File: config.mk
export PLATFORM = sky130hd
export DESIGN_NAME = alu_scheduler
export DESIGN_NICKNAME = d
export VERILOG_FILES = /design/src/rtl/alu_scheduler.sv
export SDC_FILE = /design/constraint.sdc
export NUM_CORES = 1
export LEC_CHECK = 0
export ABC_AREA = 1
export BUFFER_PORTS_ARGS = -buffer_cell sky130_fd_sc_hd__buf_4
export CAP_MARGIN = 5
export CELL_PAD_IN_SITES_DETAIL_PLACEMENT = 2
export CELL_PAD_IN_SITES_GLOBAL_PLACEMENT = 2
export CORE_ASPECT_RATIO = 1.1
export CORE_MARGIN = 8
export CORE_UTILIZATION = 19
export DETAILED_ROUTE_END_ITERATION = 12
export GPL_ROUTABILITY_DRIVEN = 0
export PLACE_DENSITY_LB_ADDON = 0.1
export RECOVER_POWER = 100
export SETUP_SLACK_MARGIN = 0.4
export SYNTH_ARGS = -nofsm -noshare
export SYNTH_HDL_FRONTEND = slang
export SYNTH_SLANG_ARGS = --single-unit
File: constraint.sdc
create_clock -name clk -period 1.9 [get_ports clk]
set_input_delay 0.285 -clock clk [delete_from_list [all_inputs] [get_ports clk]]
set_output_delay 0.285 -clock clk [all_outputs]
set_load 0.1 [all_outputs]
File: src/rtl/alu_scheduler.sv
// alu_scheduler: round-robin sharing of one combinational ALU among NUM_REQ requesters.
// Define ALU_SCHED_BACK2BACK_EN to let a new request be accepted in the response-release cycle.
module alu_scheduler #(
  parameter int NUM_REQ        = 4,
  parameter int DATA_IN_WIDTH  = 32,
  parameter int OP_CODE_WIDTH  = 4,
  parameter int DATA_OUT_WIDTH = 64,
  localparam int ID_WIDTH      = $clog2(NUM_REQ)
) (
  input  logic                               clk,
  input  logic                               rst_n,
  input  logic [NUM_REQ-1:0]                 req_valid,
  output logic [NUM_REQ-1:0]                 req_ready,
  input  logic [NUM_REQ*DATA_IN_WIDTH-1:0]   req_a,
  input  logic [NUM_REQ*DATA_IN_WIDTH-1:0]   req_b,
  input  logic [NUM_REQ*OP_CODE_WIDTH-1:0]   req_op,
  output logic [DATA_IN_WIDTH-1:0]           alu_a,
  output logic [DATA_IN_WIDTH-1:0]           alu_b,
  output logic [OP_CODE_WIDTH-1:0]           alu_op,
  input  logic [DATA_OUT_WIDTH-1:0]          alu_result,
  output logic                               resp_valid,
  input  logic                               resp_ready,
  output logic [DATA_OUT_WIDTH-1:0]          resp_data,
  output logic [ID_WIDTH-1:0]                resp_id,
  output logic                               resp_div0
);
`ifdef ALU_SCHED_BACK2BACK_EN
  localparam bit B2B = 1'b1;
`else
  localparam bit B2B = 1'b0;
`endif
  typedef enum logic [1:0] {IDLE, EXEC, RESP} state_t;
  state_t                    r_state, w_next;
  logic [ID_WIDTH-1:0]       r_last, r_id, w_win, w_idx;
  logic                      w_found, w_arb, w_acc;
  logic [DATA_IN_WIDTH-1:0]  r_a, r_b;
  logic [OP_CODE_WIDTH-1:0]  r_op;
  logic [DATA_OUT_WIDTH-1:0] r_data;
  logic                      r_div0, r_valid;
  // search starts just after the last grant so every requester gets its turn
  always_comb begin
    w_found = 1'b0;
    w_win   = '0;
    w_idx   = '0;
    for (int k = 1; k <= NUM_REQ; k++) begin
      w_idx = ID_WIDTH'((int'(r_last) + k) % NUM_REQ);
      if (!w_found && req_valid[w_idx]) begin
        w_found = 1'b1;
        w_win   = w_idx;
      end
    end
  end
  assign w_arb     = (r_state == IDLE) || (B2B && r_state == RESP && resp_ready);
  assign w_acc     = w_arb && w_found;
  assign req_ready = w_acc ? NUM_REQ'(1) << w_win : '0;
  always_comb begin
    w_next = r_state;
    w_next = w_acc ? EXEC :
             (r_state == EXEC) ? RESP :
             (r_state == RESP && resp_ready) ? IDLE : r_state;
  end
  always_ff @(posedge clk or negedge rst_n) begin
    if (!rst_n) begin
      r_state <= IDLE;
      r_last  <= ID_WIDTH'(NUM_REQ - 1);
      r_id    <= '0;
      r_a     <= '0;
      r_b     <= '0;
      r_op    <= '0;
      r_data  <= '0;
      r_div0  <= 1'b0;
      r_valid <= 1'b0;
    end else begin
      r_state <= w_next;
      if (w_acc) begin
        r_last <= w_win;
        r_id   <= w_win;
        r_a    <= req_a[int'(w_win)*DATA_IN_WIDTH +: DATA_IN_WIDTH];
        r_b    <= req_b[int'(w_win)*DATA_IN_WIDTH +: DATA_IN_WIDTH];
        r_op   <= req_op[int'(w_win)*OP_CODE_WIDTH +: OP_CODE_WIDTH];
      end
      if (r_state == EXEC) begin
        r_data  <= alu_result;
        r_div0  <= (r_op == OP_CODE_WIDTH'(3)) && (r_b == '0);
        r_valid <= 1'b1;
      end else if (r_state == RESP && resp_ready) begin
        r_valid <= 1'b0;
      end
    end
  end
  assign alu_a      = r_a;
  assign alu_b      = r_b;
  assign alu_op     = r_op;
  assign resp_valid = r_valid;
  assign resp_data  = r_data;
  assign resp_id    = r_id;
  assign resp_div0  = r_div0;
endmodule
==> results.txt, run 1 <==
----------------------------------------------------
[Cells and area]
  Final Cell Area ... 0.0133 mm^2
  Fill count ... 4993
  Reg area ... 0.00351 mm^2
  Layout cell share with drive strength beyond 1 ... 37.6%
  Area overhead of the layout relative to synthesis ... 66.9%
  Nets ... 2026
  Footprint of the multi-input gates ... 0.00412 mm^2
  Leading cell types in the layout, fill and taps excluded ... nand2_1, buf_4, nand3_1, clkbuf_2, dfrtp_1
  Most common library cell in the layout ignoring fill and taps ... nand2_1

[Global route]
  Global-route wire length before repair ... 70600 um
  Number of antenna violations at the first check in global routing ... 8
  Global route total overflow ... 0
  All-Layer GR Usage ... 19.2%
  Number of global-route vias before repair ... 11.1k
  Largest net degree at the start of global routing ... 65

[Clocking]
  CTS clock-pin slew for the worst setup and hold paths ... 0.06 ns
  Insertion delay to the later sink of the worst-skew pair ... 0.44 ns
  Number of buffers between clock root and the deepest sink ... 2
  CTS tree ... done
  Root Driver ... clkbuf_16
  # H-tree levels ... 4
  Num CTS Buffers ... 17
  Number of clock sinks ... 140

[Die]
  Overall die height ... 231 um
  Ports placed on the boundary ... 483
  Cell Rows ... 78
  Area of the core ... 0.0413 mm^2
  Initial standard-cell utilization of the core ... 19.3%
  Width of the chip ... 211 um
  Total Die Area ... 0.0487 mm^2

[Detailed routing]
  Remaining antenna violation count after routing ... 0
  Routed wire length ... 48900 um
  DR WL/cell ... 21.7 um
  Drt pass-1 iters ... 4
  Residual DRC ... 0
  Iteration-0 DRC count of the detailed router ... 371
  Routed vias ... 9986
  Detail-routed via count per cell ... 4.42

[Place]
  Count of buffers from port buffering ... 482
  Instance area after placement ... 0.0126 mm^2
  HPWL after DPL ... 37100 um

[Timing]
  Fmax ... 375 MHz
  Final total negative setup slack ... -40.53 ns
  Share of the clock period used by the worst path ... 140%
  RSZ-0062 raised after global routing ... yes
  Final Hold Fails ... 0
  Clock period minus final worst setup slack ... 2.67 ns
  Number of pins exceeding their max-slew limit in the final report ... 0
  Clock Skews ... 0.0100 ns
  Finish-stage setup viols ... 77
  Max-Slew Margin vs Limit ... 42.4%
  Transition at the pin with the smallest max-transition slack ... 0.865 ns
  Worst-case setup margin in the final layout ... -0.766 ns

[Yosys]
  Synth warnings ... 0
  Mapped Area ... 0.00796 mm^2
  Portion of the post-synthesis area used by sequential elements ... 44.0%
  Library cell with the largest summed area after synthesis ... dfrtp_1
  Main combinational cell family by area after synthesis ... simple AND/OR/NAND/NOR gates
  Leading cell types by total area after synthesis ... dfrtp_1, nand2_1, nand3_1, buf_2, buf_4
  Mean instance size in the synthesized netlist ... 6.69 um^2
  Library cells used by synthesis ... 23
  Instance count of the mapped netlist ... 1190
  Number of synthesized register bits ... 140
  Synthesized netlist net count ... 1533
  Area share of and/or/nand/nor cells after synthesis ... 48.9%
  Area fraction in compound gates after synthesis ... 0.629%
  Share of the synthesized netlist area taken by xor and xnor gates ... 0%
  Fraction of the mapped netlist area in adder cells ... 0%
  Post-synthesis mux area share ... 0%
  Share of Yosys cell area claimed by the top area cell type ... 43.4%

[Pwr]
  Total chip power ... 0.00770 W
  Sequential share of power ... 38.7%
  Static leakage power ... 7.14 nW
  Net switching power ... 0.00199 W
  Pint ... 0.00571 W
  Pwr per Cell Area ... 580 mW/mm^2
  Maximum VDD drop ... 0.523 mV
  Part of the total power dissipated in the clock network ... 44.7%
  Portion of total power attributed to combinational logic ... 16.6%
  Proportion of total power due to net switching ... 25.9%

[Setup path]
  Crit path cell chain ... buf_4, nand2_1, nand2_2, inv_1, nand2_1, o21ai_2, nand2_2, or2_4, nand2_4, buf_4, nor3_4, buf_12
  Highest net fanout along the worst path ... 5
  Reg-to-reg setup timing slack ... -0.64 ns
  CP max stage delay ... 0.56 ns
  WP data arrival ... 2.38 ns
  Crit end category ... primary output
  Kind of critical path ... reg2out
  CP max stage cell ... dfstp_2
  Critical path data required time ... 1.62 ns
  Worst setup SP type ... flop

[Run]
  Maximum Capacitance Violations ... 0

[Worst hold path]
  Worst min-delay path class ... in2reg

[Run status]
  Failing checks ... negative setup slack
  Outcome ... finished, violations left

----------------------------------------------------
[power by group through the flow]
stage                     Sequential [W]  Combinational [W]  Clock (W)
after global routing             0.00298            0.00141    0.00368
after floorplan                  0.00304           0.000448          0
after global placement           0.00304            0.00126          0
after CTS                        0.00298            0.00129    0.00359
after detailed placement         0.00304            0.00127          0
final                            0.00298            0.00128    0.00345
[final cells by class]
class / count / share of cell area (%)
antenna: 4 / 0.0753
clock buffer: 22 / 3.57
clock inverter: 9 / 0.838
inverter: 13 / 0.386
multi-input combinational: 955 / 31.0
sequential: 140 / 26.5
tap: 560 / 5.27
timing repair buffer: 556 / 32.4
[synth_stat cells]
library cell and number:
nand2_1 708, nand3_1 209, dfrtp_1 138, buf_2 29, clkbuf_1 27, buf_4 16, nor4_1 9, buf_6 8
inv_1 8, inv_2 5, nand4_1 5, nor2_1 5, o21ai_1 5, nand2_2 4, nor2_4 3, buf_1 2
dfstp_2 2, o21ai_0 2, nand2_4 1, nor3_1 1, o21bai_1 1, o31ai_1 1, or2_4 1
[worst max-delay path: cells and delay by family, from the launching register on]
family	cells	cell delay [ns]
and+or+nand+nor	7	0.73
DFF	1	0.56
buffers and inverters	4	0.55
AOI/OAI and AO/OA	1	0.09
[logic make-up after synthesis]
kind of cell	Yosys count
AND/OR/NAND/NOR	946
flip-flops	140
buffers and inverters	95
AO/OA/AOI/OAI	9
[stage by stage]
step	util (%)	cells	worst slack, ns	hold WS [ns]
2_1_floorplan	-	1190	-0.651	-0.0106
3_3_place_gp	30.5	2207	-0.397	0.216
3_5_place_dp	30.5	2207	-0.484	0.218
4_1_cts	32.8	2251	-0.785	0.00539
5_1_grt	32.2	2259	-0.864	0.0279
6_report	32.2	2259	-0.766	0.0437
[what timing repair did]
item | in CTS | in global routing
hold buffers | 1 | 0
pin swaps | 8 | 4
cloned | 4 | 3
endpoints found under the setup margin | 85 | 80
endpoints found under the hold margin | 26 | 0
buffers inserted | 8 | 1
gates resized for setup | 42 | 18
[worst paths after layout]
path	startpoint	endpoint	cells after the start
max	r_last[0]	req_ready[0]	12
min	alu_result[12]	resp_data[12]	3
max reg2reg	r_last[0]	alu_a[28]	16
min reg2reg	resp_data[60]	resp_data[60]	2
max in group asynchronous	rst_n	alu_op[3]	3
min in group asynchronous	rst_n	resp_data[25]	2
[sequential cells by signal, indices dropped and copies added (netlist names)]
register	cells
alu_op	4
r_state	2
alu_a	32
resp_div0	1
resp_data	64
resp_valid	1
resp_id	2
r_last	2
alu_b	32
[metal layers]
metal / part of all wire (%) / wire (um) / up-vias / GRT usage, %
met2: 49 / 23800 / 304 / 32.2
li1: - / - / 4753 / -
met3: 7.6 / 3720 / 44 / 6.82
met4: 1.9 / 914 / 8 / 6.02
met1: 42 / 20400 / 4877 / 22.7
met5: 0.10 / 51 / - / 0
(Power assumes the default switching activity.)
==> run 2, diff against run 1 <==
- BUFFER_PORTS_ARGS: -buffer_cell sky130_fd_sc_hd__buf_4 -> -buffer_cell sky130_fd_sc_hd__clkbuf_2
==> results.txt, run 2 (synthesis gave the netlist of run 1 again) <==
----------------------------------------------------
[Place]
  Count of placed standard cells including taps ... 2211 (+0.18%)
  HPWL after DPL ... 36600 um (-1.4%)
  Count of buffers from port buffering ... 482 (unchanged)

[Global route]
  All-Layer GR Usage ... 20.2% (+0.95 points)
  Number of antenna violations at the first check in global routing ... 13 (+5)
  Global-route wire length before repair ... 74500 um (+5.5%)
  Number of global-route vias before repair ... 11.8k (+6.1%)
  Global route total overflow ... 0 (unchanged)
  Largest net degree at the start of global routing ... 67 (+3.1%)

[Detailed routing]
  DR WL/cell ... 22.5 um (+3.7%)
  Detail-routed via count per cell ... 4.51 (+2.0%)
  Routed vias ... 10.4k (+4.2%)
  Routed met1 length ... 20800 um (+1.9%)
  Detailed route wirelength on metal2 ... 25900 um (+8.6%)
  Routed wire length ... 51800 um (+5.9%)
  Iteration-0 DRC count of the detailed router ... 298 (-20%)
  Residual DRC ... 0 (unchanged)
  Remaining antenna violation count after routing ... 0 (unchanged)
  Detail Route met3 WL ... 3750 um (+0.75%)
  Highest routed layer ... met5
  Drt pass-1 iters ... 4 (unchanged)

[Die]
  Width of the chip ... 211 um (unchanged)
  Area of the core ... 0.0413 mm^2 (unchanged)
  Overall die height ... 231 um (unchanged)
  Cell Rows ... 78 (unchanged)
  Ports placed on the boundary ... 483 (unchanged)
  Initial standard-cell utilization of the core ... 19.3% (unchanged)
  Total Die Area ... 0.0487 mm^2 (unchanged)

[Timing]
  Finish-stage setup viols ... 77 (unchanged)
  Final Hold Fails ... 0 (unchanged)
  RSZ-0062 raised after global routing ... yes
  Worst-case setup margin in the final layout ... -0.795 ns (-0.0283 ns)
  Share of the clock period used by the worst path ... 142% (+1.5 points)
  Transition at the pin with the smallest max-transition slack ... 0.953 ns (+0.0881 ns)
  Max-Slew Margin vs Limit ... 36.5% (-5.9 points)
  Clock period minus final worst setup slack ... 2.69 ns (+0.0283 ns)
  Fmax ... 371 MHz (-1.1%)
  Clock Skews ... 0.00833 ns (-0.00166 ns)
  Number of pins exceeding their max-slew limit in the final report ... 0 (unchanged)

[Setup path]
  FF-to-FF Start ... r_last[0]
  Critical path data required time ... 1.62 ns (about the same)
  Highest net fanout along the worst path ... 5 (unchanged)
  Reg-to-reg setup timing slack ... -0.62 ns (+0.02 ns)
  R2R Path End ... alu_a[27]
  Setup crit start ... r_last[0]
  Crit end category ... primary output
  CP Capture Point ... req_ready[0]
  Worst setup SP type ... flop
  Reg2Reg Depth ... 17 (+1)
  WP data arrival ... 2.41 ns (+0.03 ns)
  Kind of critical path ... reg2out

[Worst hold path]
  Worst min-delay path class ... in2reg

[Pwr]
  Static leakage power ... 7.96 nW (+12%)
  Pwr per Cell Area ... 557 mW/mm^2 (-4.0%)
  Maximum VDD drop ... 0.478 mV (-8.5%)
  Total chip power ... 0.00807 W (+4.8%)

[Clocking]
  Insertion delay to the later sink of the worst-skew pair ... 0.45 ns (about the same)
  # H-tree levels ... 4 (unchanged)
  Number of clock sinks ... 140 (unchanged)
  CTS clock-pin slew for the worst setup and hold paths ... 0.06 ns (about the same)
  CTS tree ... done
  Number of buffers between clock root and the deepest sink ... 2 (unchanged)
  Root Driver ... clkbuf_16
  Num CTS Buffers ... 17 (unchanged)

[Run]
  Maximum Capacitance Violations ... 0 (unchanged)

[Cells and area]
  Area overhead of the layout relative to synthesis ... 82.2%
  Most common library cell in the layout ignoring fill and taps ... nand2_1
  Final std cells w/o fill ... 2307 (+2.1%)
  Fill count ... 4884 (-2.2%)
  Nets ... 2066 (+2.0%)
  Largest register FFs ... 64 (unchanged)
  Core utilization of the finished layout ... 35.1% (+3.0 points)
  Layout cell share with drive strength beyond 1 ... 52.5% (+15 points)
  Leading cell types in the layout, fill and taps excluded ... nand2_1, clkbuf_2, nand3_2, dfrtp_1, nand2_2

[Run status]
  Outcome ... finished, violations left
  Failing checks ... negative setup slack

----------------------------------------------------
==> run 2: power by group <==
part | switching [W] | internal (W)
sequential | 0 | 0.00298
clock | 0.00145 | 0.00214
combinational | 0.000776 | 0.000721
==> run 2: how the worst min path moves through the flow <==
| stage | from | endpoint | slack, ns | cells after the start |
|---|---|---|---|---|
| 6_report | alu_result[55] | resp_data[55] | 0.04 | 3 |
| 5_1_grt | alu_result[51] | resp_data[51] | 0.03 | 3 |
| 4_1_cts | alu_result[55] | resp_data[55] | 0.003 | 3 |
| 3_5_place_dp | rst_n | resp_data[0] | 0.22 | 1 |
| 3_3_place_gp | rst_n | resp_data[25] | 0.22 | 1 |
| 2_1_floorplan | rst_n | alu_a[0] | -0.01 | 0 |
==> run 2: final cells by class <==
type | instances | area (um^2) | area share (%)
flip-flops and latches | 140 | 3510 | 24.2
repair buffers | 596 | 4330 | 29.8
diodes | 11 | 27.5 | 0.190
well taps | 560 | 701 | 4.83
clock inverters | 13 | 165 | 1.14
inverters | 13 | 56.3 | 0.388
multi-input cells | 955 | 5260 | 36.3
clock buffers | 19 | 453 | 3.12
==> run 2: through the flow <==
step | worst slack, ns | hold WS, ns | cell area (um^2) | TNS, ns
floorplan | -0.651 | -0.0106 | 8120 | -2.77
global placement | -0.361 | 0.221 | 11500 | -22.26
detailed placement | -0.392 | 0.219 | 11500 | -26.07
CTS | -0.861 | 0.00257 | 14400 | -47.56
global route | -0.907 | 0.0274 | 14500 | -55.57
finish | -0.795 | 0.0402 | 14500 | -40.93
==> run 2: metal layers <==
| layer | GRT usage (%) | vias to the layer above |
|---|---|---|
| li1 | - | 4851 |
| met1 | 23.4 | 5152 |
| met2 | 34.5 | 330 |
| met3 | 6.34 | 63 |
| met4 | 7.37 | 8 |
| met5 | 0 | - |
==> run 2: timing repair <==
item / CTS / global route
pin swaps: 141 / 79
hold endpoints to repair: 28 / 0
hold buffers: 1 / 0
gates cloned: 20 / 8
gates resized for setup: 397 / 131
setup buffers: 17 / 7
setup endpoints to repair: 214 / 83
==> run 2: worst max-delay path, stage by stage (launching register included) <==
cell,delay (ns)
dfstp_2,0.61
buf_6,0.14
nand2_1,0.06
nand2_2,0.08
nand2_2,0.08
buf_4,0.14
nand4_1,0.08
nand2_1,0.09
nand2_4,0.11
nand2_8,0.08
buf_8,0.13
nor3_4,0.15
buf_12,0.20
==> run 3, diff against run 2 <==
- ABC_AREA: 1 -> not set
- CORE_UTILIZATION: 19 -> 23
==> results.txt, run 3 <==
----------------------------------------------------
[Clocking]
  Number of buffers between clock root and the deepest sink ... 2 (unchanged)
  CTS tree ... done
  Num CTS Buffers ... 17 (unchanged)
  # H-tree levels ... 4 (unchanged)
  Insertion delay to the later sink of the worst-skew pair ... 0.44 ns (about the same)
  CTS clock-pin slew for the worst setup and hold paths ... 0.07 ns (about the same)
  Root Driver ... clkbuf_16
  Number of clock sinks ... 140 (unchanged)

[Timing]
  Worst Hold Slack ... 0.0810 ns (+0.0408 ns)
  Max-Slew Margin vs Limit ... 32.3% (-4.1 points)
  Finish-stage setup viols ... 72 (-6.5%)
  Clock Skews ... 0.0101 ns (+0.00173 ns)
  Fmax ... 431 MHz (+16%)
  Worst-case setup margin in the final layout ... -0.418 ns (+0.377 ns)
  Transition at the pin with the smallest max-transition slack ... 1.01 ns (+0.0622 ns)
  Number of pins exceeding their max-slew limit in the final report ... 0 (unchanged)
  Final Hold Fails ... 0 (unchanged)
  Share of the clock period used by the worst path ... 122% (-20 points)
  RSZ-0062 raised after global routing ... yes
  Clock period minus final worst setup slack ... 2.32 ns (-0.377 ns)

[Die]
  Ports placed on the boundary ... 483 (unchanged)
  Initial standard-cell utilization of the core ... 23.3% (+4.0 points)
  Total Die Area ... 0.0407 mm^2 (-16%)
  Area of the core ... 0.0341 mm^2 (-17%)
  Width of the chip ... 193 um (-8.5%)
  Cell Rows ... 71 (-9.0%)
  Overall die height ... 211 um (-8.6%)

[Global route]
  Largest net degree at the start of global routing ... 44 (-34%)
  Global-route wire length before repair ... 59300 um (-20%)
  All-Layer GR Usage ... 19.5% (-0.71 points)
  Global route total overflow ... 0 (unchanged)
  Number of antenna violations at the first check in global routing ... 16 (+3)
  Number of global-route vias before repair ... 9169 (-22%)

[Setup path]
  WP data arrival ... 2.63 ns (+0.22 ns)
  R2R Path End ... alu_a[6]
  Setup crit start ... r_last[1]
  Crit path cell chain ... buf_6, nor2b_1, o21ai_2, a21oi_4, buf_6, buf_12, buf_12, clkbuf_16, mux2_4, a221o_1
  Reg-to-reg setup timing slack ... -0.42 ns (+0.20 ns)
  Buffers & Inverters on Critical Path ... 5 (+1)
  CP max stage delay ... 0.55 ns (-0.06 ns)
  Top delay family on crit path ... buffers and inverters
  Reg2Reg Depth ... 10 (-7)
  Crit end category ... flop
  CP Capture Point ... alu_a[6]
  Critical path data required time ... 2.21 ns (+0.59 ns)
  Highest net fanout along the worst path ... 8 (+3)
  CP max stage cell ... dfstp_2
  Kind of critical path ... reg2reg
  Number of cells on the critical path ... 10 (-2)
  Worst setup SP type ... flop
  FF-to-FF Start ... r_last[1]

[Yosys]
  Number of synthesized register bits ... 140 (unchanged)
  Instance count of the mapped netlist ... 667 (-44%)
  Portion of the post-synthesis area used by sequential elements ... 44.2% (+0.13 points)
  Mapped Area ... 0.00794 mm^2 (-0.30%)
  Leading cell types by total area after synthesis ... dfrtp_1, mux2_2, mux2i_1, a221o_1, nand3_1
  Share of Yosys cell area claimed by the top area cell type ... 43.5% (+0.13 points)
  Number of enable-type register cells in the synthesized netlist ... 0 (unchanged)
  Most used standard cells in the synthesized netlist ... dfrtp_1, mux2_2, nand3_1
  Synth warnings ... 0 (unchanged)
  Library cell with the largest summed area after synthesis ... dfrtp_1
  Fraction of registers with async set/reset ... 100% (unchanged)
  Dominant synthesized flop cell ... dfrtp_1
  Synthesized netlist net count ... 1010 (-34%)
  Library cell with the highest instance count after synthesis ... dfrtp_1
  Library cells used by synthesis ... 30 (+30%)
  Mean instance size in the synthesized netlist ... 11.9 um^2 (+78%)

[Detailed routing]
  Detail-routed via count per cell ... 4.78 (+6.0%)
  DR WL/cell ... 25.3 um (+12%)
  Drt pass-1 iters ... 6 (+2)
  Routed vias ... 8068 (-22%)
  Iteration-0 DRC count of the detailed router ... 262 (-12%)
  Remaining antenna violation count after routing ... 0 (unchanged)
  Routed wire length ... 42600 um (-18%)
  Residual DRC ... 0 (unchanged)

[Place]
  Count of buffers from port buffering ... 482 (unchanged)
  Count of placed standard cells including taps ... 1590 (-28%)
  Instance area after placement ... 0.0117 mm^2 (+1.1%)
  Minimum setup slack after placement ... -0.300 ns (+0.0910 ns)
  HPWL after DPL ... 32100 um (-12%)

[Cells and area]
  Fill count ... 3721 (-24%)
  Final std cells w/o fill ... 1687 (-27%)
  Largest register FFs ... 64 (unchanged)
  Area overhead of the layout relative to synthesis ... 69.2%
  Final Cell Area ... 0.0134 mm^2 (-7.4%)
  Most common library cell in the layout ignoring fill and taps ... clkbuf_2
  Layout cell share with drive strength beyond 1 ... 70.0% (+17 points)
  Leading cell types in the layout, fill and taps excluded ... clkbuf_2, mux2_4, dfrtp_1, nand3_1, a221o_1
  Nets ... 1569 (-24%)

[Run]
  Maximum Capacitance Violations ... 0 (unchanged)

[Run status]
  Outcome ... finished, violations left
  Failing checks ... negative setup slack

[Worst hold path]
  Worst min-delay path class ... in2reg
  Startpoint of the lowest-slack hold path ... alu_result[11]

----------------------------------------------------
[run 3: cell types whose count changed in the layout (fill, tap and decap cells not counted), moves of 20 or more]
| cell | delta |
|---|---|
| a221o_1 | +68 |
| buf_16 | -20 |
| nand3_1 | +41 |
| mux2i_1 | +64 |
| nand2_1 | -600 |
| nand2_2 | -91 |
| dfrtp_1 | -29 |
| dfrtp_2 | +29 |
| nand3_2 | -94 |
| mux2_4 | +119 |
[run 3: cell families after synthesis]
logic type | synth area share [%]
flops | 44.2
compound gates | 9.53
simple gates | 13.5
buf+inv | 5.22
mux | 27.6
[run 3: through the flow]
step | utilization (%) | setup TNS [ns]
floorplan | - | -12.84
global placement | 34.2 | -14.77
detailed placement | 34.2 | -17.35
CTS | 38.4 | -23.93
global route | 39.4 | -35.77
finish | 39.4 | -24.23
[run 3: how the worst min path moves through the flow]
stage	end	slack [ns]	cells after the start
5_1_grt	resp_data[8]	0.06	2
2_1_floorplan	alu_a[0]	-0.01	0
6_report	resp_data[11]	0.08	2
3_5_place_dp	resp_id[0]	0.22	1
4_1_cts	resp_data[6]	0.05	2
3_3_place_gp	resp_id[0]	0.22	1
[run 3: per-layer routing]
| layer | routed length [um] | global-route usage (%) | part of all wire [%] | vias to the layer above |
|---|---|---|---|---|
| li1 | - | - | - | 3684 |
| met1 | 16300 | 21.4 | 38 | 4018 |
| met2 | 21700 | 34.1 | 51 | 308 |
| met3 | 3850 | 7.30 | 9.0 | 46 |
| met4 | 698 | 6.45 | 1.6 | 12 |
| met5 | 73 | 0 | 0.17 | - |
[run 3: area by class of cell]
class	instances	area, um^2	area share (%)
inverter	4	15.0	0.112
clock inverter	14	173	1.29
antenna	10	25.0	0.186
timing repair buffer	607	4060	30.2
tap	438	548	4.08
multi-input combinational	456	4620	34.4
clock buffer	18	439	3.27
sequential	140	3550	26.4
[run 3: timing repair]
action,4_1_cts,5_1_grt
endpoints found under the hold margin,29,0
hold buffers,1,0
gates resized for setup,196,110
pin swaps,6,24
buffers inserted,16,27
endpoints found under the setup margin,213,152
gates cloned,3,8
Power of run 3 is not shown: default switching activity piles up to over one toggle a cycle in this logic, so the estimate is an artifact.
